### src/rtl/pipe_pkg.sv
// Shared types and constants for the pipeline hazard/sequencing controller.
package pipe_pkg;

  typedef enum logic [0:0] {
    RUN   = 1'b0,
    VEXEC = 1'b1
  } pipe_state_e;

  localparam int unsigned MC_OP_BIT     = 4;
  localparam int unsigned DEFAULT_LANES = 4;

endpackage

### src/rtl/pipe_ctrl_sat_counter.sv
// Saturating up-counter with a synchronous clear that takes priority over increment.
module sat_counter #(
  parameter int unsigned CW = 16
) (
  input  logic          clk,
  input  logic          i_rst_n,
  input  logic          i_inc,
  input  logic          i_clr,
  output logic [CW-1:0] o_count
);

  localparam logic [CW-1:0] MaxCount = {CW{1'b1}};

  logic [CW-1:0] r_count;
  logic [CW-1:0] w_count_nxt;

  always_comb begin
    w_count_nxt = r_count;
    if (i_clr) begin
      w_count_nxt = '0;
    end else if (i_inc && (r_count != MaxCount)) begin
      w_count_nxt = r_count + 1'b1;
    end
  end

  always_ff @(posedge clk or negedge i_rst_n) begin
    if (!i_rst_n) begin
      r_count <= '0;
    end else begin
      r_count <= w_count_nxt;
    end
  end

  assign o_count = r_count;

endmodule

### src/rtl/pipe_ctrl.sv
// Stall/flush generation for the five-stage vector pipeline, including the
// lane sequencer that holds multi-cycle vector ALU ops in E.
module pipe_ctrl
  import pipe_pkg::*;
#(
  parameter int unsigned M     = 4,
  parameter int unsigned LANES = DEFAULT_LANES,
  parameter int unsigned LW    = 2,
  parameter int unsigned CW    = 16
) (
  input  logic          clk,
  input  logic          rst,
  input  logic [M-1:0]  regAD,
  input  logic [M-1:0]  regBD,
  input  logic          useA_D,
  input  logic          useB_D,
  input  logic [M-1:0]  regScr_E,
  input  logic          regw_E,
  input  logic          regmem_E,
  input  logic          vect_E,
  input  logic          ALUope_E,
  input  logic          branch_E,
  input  logic          taken_E,
  input  logic [4:0]    op_code_E,
  input  logic          mem_req_M,
  input  logic          mem_ready,
  input  logic          cnt_clr,
  output logic          stall_F,
  output logic          stall_D,
  output logic          stall_E,
  output logic          stall_M,
  output logic          flush_D,
  output logic          flush_E,
  output logic          flush_M,
  output logic [LW-1:0] lane_E,
  output logic          vbusy,
  output logic [CW-1:0] stall_cnt
);

  localparam logic          MultiLane = logic'(LANES > 1);
  localparam logic [LW-1:0] LastLane  = LW'(LANES - 1);

  pipe_state_e   r_state, w_state_nxt;
  logic [LW-1:0] r_lane, w_lane_nxt;

  logic w_mem_wait, w_mc, w_lu, w_bt;

  assign w_mem_wait = mem_req_M & ~mem_ready;
  assign w_mc       = vect_E & ALUope_E & op_code_E[MC_OP_BIT] & MultiLane;
  assign w_lu       = regmem_E & regw_E &
                      ((useA_D & (regAD == regScr_E)) | (useB_D & (regBD == regScr_E)));
  assign w_bt       = branch_E & taken_E;

  always_ff @(posedge clk or negedge rst) begin
    if (!rst) begin
      r_state <= RUN;
      r_lane  <= '0;
    end else begin
      r_state <= w_state_nxt;
      r_lane  <= w_lane_nxt;
    end
  end

  // A freeze holds the sequencer in place, stretching the op cycle for cycle.
  always_comb begin
    w_state_nxt = r_state;
    w_lane_nxt  = r_lane;
    if (!w_mem_wait) begin
      unique case (r_state)
        RUN: begin
          if (w_mc) begin
            w_state_nxt = VEXEC;
            w_lane_nxt  = LW'(1);
          end
        end
        VEXEC: begin
          if (r_lane < LastLane) begin
            w_lane_nxt = r_lane + 1'b1;
          end else begin
            w_state_nxt = RUN;
            w_lane_nxt  = '0;
          end
        end
        default: begin
          w_state_nxt = RUN;
          w_lane_nxt  = '0;
        end
      endcase
    end
  end

  always_comb begin
    stall_F = 1'b0;
    stall_D = 1'b0;
    stall_E = 1'b0;
    stall_M = 1'b0;
    flush_D = 1'b0;
    flush_E = 1'b0;
    flush_M = 1'b0;
    lane_E  = r_lane;
    vbusy   = (r_state == VEXEC) | ((r_state == RUN) & w_mc & ~w_mem_wait);

    if (w_mem_wait) begin
      stall_F = 1'b1;
      stall_D = 1'b1;
      stall_E = 1'b1;
      stall_M = 1'b1;
    end else if (r_state == VEXEC) begin
      // The last lane releases E so the finished result moves into M.
      if (r_lane < LastLane) begin
        stall_F = 1'b1;
        stall_D = 1'b1;
        stall_E = 1'b1;
        flush_M = 1'b1;
      end
    end else if (w_mc) begin
      stall_F = 1'b1;
      stall_D = 1'b1;
      stall_E = 1'b1;
      flush_M = 1'b1;
      lane_E  = '0;
    end else if (w_bt) begin
      flush_D = 1'b1;
      flush_E = 1'b1;
    end else if (w_lu) begin
      stall_F = 1'b1;
      stall_D = 1'b1;
      flush_E = 1'b1;
    end

    if (!rst) begin
      stall_F = 1'b0;
      stall_D = 1'b0;
      stall_E = 1'b0;
      stall_M = 1'b0;
      flush_D = 1'b0;
      flush_E = 1'b0;
      flush_M = 1'b0;
      lane_E  = '0;
      vbusy   = 1'b0;
    end
  end

  sat_counter #(
    .CW (CW)
  ) u_stall_cnt (
    .clk     (clk),
    .i_rst_n (rst),
    .i_inc   (stall_D),
    .i_clr   (cnt_clr),
    .o_count (stall_cnt)
  );

endmodule

### config.mk
export PLATFORM = sky130hd
export DESIGN_NAME = pipe_ctrl
export DESIGN_NICKNAME = d
export VERILOG_FILES = /design/src/rtl/pipe_pkg.sv /design/src/rtl/pipe_ctrl_sat_counter.sv /design/src/rtl/pipe_ctrl.sv
export SDC_FILE = /design/constraint.sdc
export NUM_CORES = 1
export LEC_CHECK = 0
export BUFFER_PORTS_ARGS = -buffer_cell sky130_fd_sc_hd__buf_2
export CAP_MARGIN = 20
export CORE_ASPECT_RATIO = 0.9
export CORE_MARGIN = 8
export CORE_UTILIZATION = 50
export CTS_CLUSTER_SIZE = 30
export DETAILED_ROUTE_END_ITERATION = 7
export GPL_ROUTABILITY_DRIVEN = 1
export GPL_TIMING_DRIVEN = 0
export PLACE_DENSITY = 0.92
export SYNTH_ARGS = -nofsm -noshare
export SYNTH_HDL_FRONTEND = slang
export SYNTH_SLANG_ARGS = --single-unit
### constraint.sdc
create_clock -name clk -period 4.75 [get_ports clk]
set_input_delay 0.2375 -clock clk [delete_from_list [all_inputs] [get_ports clk]]
set_output_delay 0.2375 -clock clk [all_outputs]
set_load 0.03 [all_outputs]
[Yosys cells after proc, flatten, opt, wreduce, memory -nomap -nowiden]
Cells that the tools add are included.
Storage, ports and cells
  memories: 0
  register bits: 19
  RAM bits: 0
  latch bits: 0
  word-level logic and storage cells: 64
  input port bits: 30
  output and inout bits: 26
  ROM bits: 0
Cells by class
  reduce and logical (&&, ||, !) cells: 3
  divide/modulo/power cells: 0
  add/subtract/negate cells: 2
  multipliers: 0
  equal/unequal tests: 4
  shifts and indexed selects: 0
  muxes and demuxes: 36
  order comparisons: 1
  bitwise logic cells: 15
Operator list (number)
  16-bit 2-to-1 mux: 2
  1-bit 2-to-1 mux: 26
  16-bit by 1-bit adder with 16-bit output, second input constant: 1
  16-bit inequality test, second input constant: 1
  2-bit 2-to-1 mux: 6
  1-bit AND: 10
  4-bit equality test: 2
  2-bit one-hot mux with 2 select lines: 1
  1-bit inverter: 3
  2-bit by 1-bit adder with 2-bit output, second input constant: 1
  2-bit < comparator, second input constant: 1
  2-bit inequality test, second input constant: 1
  1-bit bitwise OR: 2
  1-bit one-hot mux with 2 select lines: 1
  2-bit AND reduction: 1
  2-bit nonzero test: 1
  1-bit logical AND: 1

[Logic depth before layout (Yosys ltp)]
  depth after elaboration: 13
  mapped depth: 9
  gate-level depth less buffers: 7

[Cells and area by module]
A second synthesis with hierarchy kept.
Second synthesis, totals
  cell total of the unflattened synthesis: 144
  area, all modules: 1311.3 µm²
Modules (own cells, without submodules)
  sat_counter: sequential area each 400.4 µm², area each 942.2 µm², cells each 98, instances 1
  pipe_ctrl: sequential area each 75.1 µm², area each 369.1 µm², cells each 46, instances 1

[Worst setup path before layout]
OpenSTA, ideal clock, no wires.
  path kind: flip-flop to flip-flop
  start point: register u_stall_cnt.r_count[0], in the netlist u_stall_cnt.o_count[0]
  end point: register u_stall_cnt.r_count[5], in the netlist u_stall_cnt.o_count[5]
  data required time: 4620 ps
  path buffers: 2
  arrival time: 1900 ps
  setup time: 130 ps
  period minus slack after synthesis: 2029 ps
  path slack: 2721 ps
  cell stages (with the launch flop): 10
  path through: dfrtp_1 > ha_1 > and3_1 > nand4_1 > nor2_1 > a31o_1 > buf_2 > buf_2 > o31ai_1 > a21oi_1
On the way
  longest elaborated chain between the ends: 3
  elaborated cells between the ends (all ways): 6
  classes of those cells: 1 x add/sub; 1 x eq/ne; 2 x mux; 2 x reduce/logical
RTL lines
  start: declaration: RTL line pipe_ctrl_sat_counter.sv:14  | logic [CW-1:0] r_count;
  start signal: assignment: RTL line pipe_ctrl_sat_counter.sv:30  | r_count <= w_count_nxt;
  16-bit by 1-bit adder with 16-bit output or 16-bit inequality test (tied branches): RTL line pipe_ctrl_sat_counter.sv:22, pipe_ctrl_sat_counter.sv:21
  16-bit 2-to-1 mux or 1-bit logical AND (tied branches): RTL line pipe_ctrl_sat_counter.sv:21  | end else if (i_inc && (r_count != MaxCount)) begin
  16-bit 2-to-1 mux or 2-bit nonzero test (tied branches)
Several ways; a longest one is shown, not always the timed one. The select of a mux whose other input is x is not followed.
A chain may end at the register's enable or synchronous reset.

[Worst setup path in the final report]
  start point: input rst
  end point: register u_stall_cnt.r_count[5], in the netlist u_stall_cnt.o_count[5]
On the way
  longest elaborated chain between the ends: 3
RTL lines
  start: declaration: RTL line pipe_ctrl.sv:12  | input logic rst,
  1-bit 2-to-1 mux: RTL line pipe_ctrl.sv:131  | if (!rst) begin
  1-bit logical AND: RTL line pipe_ctrl_sat_counter.sv:21
  2-bit nonzero test (no line)
Every way passes these cells.

==> results.cfg <==
[die]
dieArea_sq_um = 4340
pin_count = 56
die_h_microns = 63.3
rows = 17
start_util = 0.518
core-area_sq_um = 2400
die_x_microns = 68.6

[synthesis]
yosysWarningCount = 0
synth_top_family_by_area = simple AND/OR/NAND/NOR gates
synth_cell_types = 34
ys_seq_elements = 19
synth-adder-area-share = 0.0201
syn-num-nets = 179
netlist_area_sq_um = 1240
synth-simple-area-share = 0.291
synth-compound-area-share = 0.180
syn_avg_cell_area_sq_um = 8.47
synthMuxAreaShare = 0.0161
yosys.area.top_type = dfrtp_1
netlist_instances = 147
yosys.area.top_type_share = 0.382
ys_top_cells_by_area = dfrtp_1 38%, a21oi_1 6.4%, xnor2_1 5.6%
seq_area_frac_synth = 0.382
synthXorXnorAreaFrac = 0.0633

[clocking]
clock-sinks = 19
cts_buffers = 3
cts_tree = done
clk_latency_ns = 0.29
clk_pin_slew_ns = 0.11
cts_root_buf = clkbuf_4
clock_path_buffers = 2
cts_resized = 0
cts_max_level = 1

[drt]
dr_wl_met3_microns = 272
ant_nets = 0
drt_iter0_markers = 63
wl_met1_mm = 1.42
routed-via-count = 1296
first_pass_iters = 4
dr.max_layer_used = met4
finalWirelength_mm = 3.17
wl_met2_mm = 1.45
wire_per_inst_microns = 13.8
viasPerCell = 5.63
post-route-drc-count = 0

[pwr]
clkPwrFrac = 0.168
vdd_drop_max_v = 0.000253
p_int_mw = 0.290
power.density_nw_per_um2 = 307
power_switching_mw = 0.191
comb_power_share = 0.428
p_sw_frac = 0.398
leakagePower_nw = 0.747
power_frac_seq = 0.404

[placement]
dpl.hpwl_mm = 2.51
place_area_sq_um = 1530
gp_congestion = 0.845
portBuffers = 50

[grt]
grt_pass1_wl_mm = 5.33
antenna_found_initial = 0
grt_max_degree = 27
track_usage = 0.148
grt_pass1_vias = 1221
overflow = 0

[run]
maxCapViolations = 0

[cells_and_area]
syn2layout_area_growth_pct = 25.8
layout_commonest_cell = buf_2
drive_above_1_share = 0.297
final_area_sq_um = 1570
final_cell_mix = 52 x buf_2, 19 x dfrtp_1, 16 x a21oi_1, 12 x o21ai_0, 11 x nand2_1
fin_nets = 235
antenna_cells = 0

[timing]
worstMarginPinSlew_ns = 0.529
period_share = 0.576
min_period_ns = 2.74
relSlewSlack = 0.647
timing.fmax_mhz = 365
hold_slack_ns = 0.272
finalClockSkew_ns = 0.00383
rsz0062_at_grt = no
slew_violations = 0
setup_viol = 0
hold_viol = 0
fin_tns_setup_ns = 0

[critical_path]
cp-start-kind = primary input
endpoint_kind = flip-flop
worstPathMaxFanout = 26
required_ns = 4.92
worstPathArrival_ns = 2.91
path_class = primary input to flip-flop

[hold_path]
hp-class = primary input to flip-flop

[status]
status = finished clean
==> state kept, by name (all words and copies together), names as in the netlist <==
name / count
r_lane: 2
r_state: 1
u_stall_cnt.o_count: 16
==> final cells by class <==
cell class,count,area [sq um]
flip-flops and latches,19,475
plain buffers,6,36.3
multi-input cells,116,711
repair buffers,51,260
inverters,6,22.5
clock buffers,4,26.3
well taps,28,35.0
fillers,220,837
==> power by group through the flow <==
stage                     sequential (mW)  clock (mW)  combinational, mW
after floorplan                     0.203           0              0.140
after global placement              0.196           0              0.203
after detailed placement            0.197           0              0.205
after CTS                           0.194      0.0826              0.207
after global routing                0.197      0.0902              0.225
final                               0.194      0.0807              0.206
==> kinds of logic (layout without fill, tap and decap cells) <==
logic type | count (synthesis) | count (layout)
xor gates and xnor gates | 9 | 9
buffers and inverters | 12 | 67
DFF | 19 | 19
muxes | 2 | 2
AOI/OAI and AO/OA | 39 | 39
and+or+nand+nor | 64 | 64
adders and majority gates | 2 | 2
==> through the flow <==
stage          std cells  total power, mW  setup slack, ns   util
4_1_cts              230            0.484             2.00  0.652
6_report             230            0.481             2.01  0.652
5_1_grt              230            0.513             1.81  0.652
3_3_place_gp         225            0.399             2.26  0.637
3_5_place_dp         225            0.403             2.26  0.637
2_1_floorplan        147            0.343             2.72      -
==> layer usage <==
layer / vias up / GRT usage
met4: 0 / 0.0460
met5: - / 0
met3: 4 / 0.0353
met1: 588 / 0.199
met2: 56 / 0.225
li1: 648 / -
==> worst max-delay path, cell delays in order <==
cell,delay (ns)
dlygate4sd3_1,0.52
buf_2,0.45
nor2b_1,0.20
nand4_1,0.12
or3_4,0.42
a31o_1,0.27
buf_2,0.19
buf_2,0.19
o31ai_1,0.22
a21oi_1,0.09
==> Yosys cell counts <==
library cell / count
xor2_1: 1
a31o_1: 1
clkbuf_1: 1
nand2_1: 11
a32o_1: 1
inv_1: 6
a21oi_1: 16
nor3_1: 2
mux2i_1: 2
o21ai_0: 12
nand3b_1: 1
nor2b_1: 3
buf_1: 1
buf_6: 1
buf_2: 2
nand4_1: 4
nor2_1: 7
xnor2_1: 8
nand2b_1: 1
and4b_1: 1
ha_1: 2
or3_4: 2
o31ai_1: 5
or4_1: 4
nand3_1: 10
and2_1: 3
buf_4: 1
dfrtp_1: 19
a31oi_1: 2
or3_1: 8
and4_1: 1
a31o_2: 1
and3_1: 6
o22ai_1: 1
==> repair_timing <==
action                     4_1_cts  5_1_grt
hold buffers                     1        0
setup buffers                    0        0
setup endpoints to repair        0        0
hold endpoints to repair        19        0
==> path summary, 6_finish.rpt <==
kind / cells past startpoint / end / start / slack (ns)
worst min register to register: 1 / r_lane[0] / r_lane[0] / 0.54
max in group asynchronous: 2 / u_stall_cnt.o_count[13] / rst / 3.95
min in group asynchronous: 2 / u_stall_cnt.o_count[1] / rst / 0.44
worst min-delay path: 2 / u_stall_cnt.o_count[2] / cnt_clr / 0.27
worst max register to register: 9 / u_stall_cnt.o_count[5] / r_state / 2.49
worst max-delay path: 10 / u_stall_cnt.o_count[5] / rst / 2.01
Power figures use the tool's default switching activity.
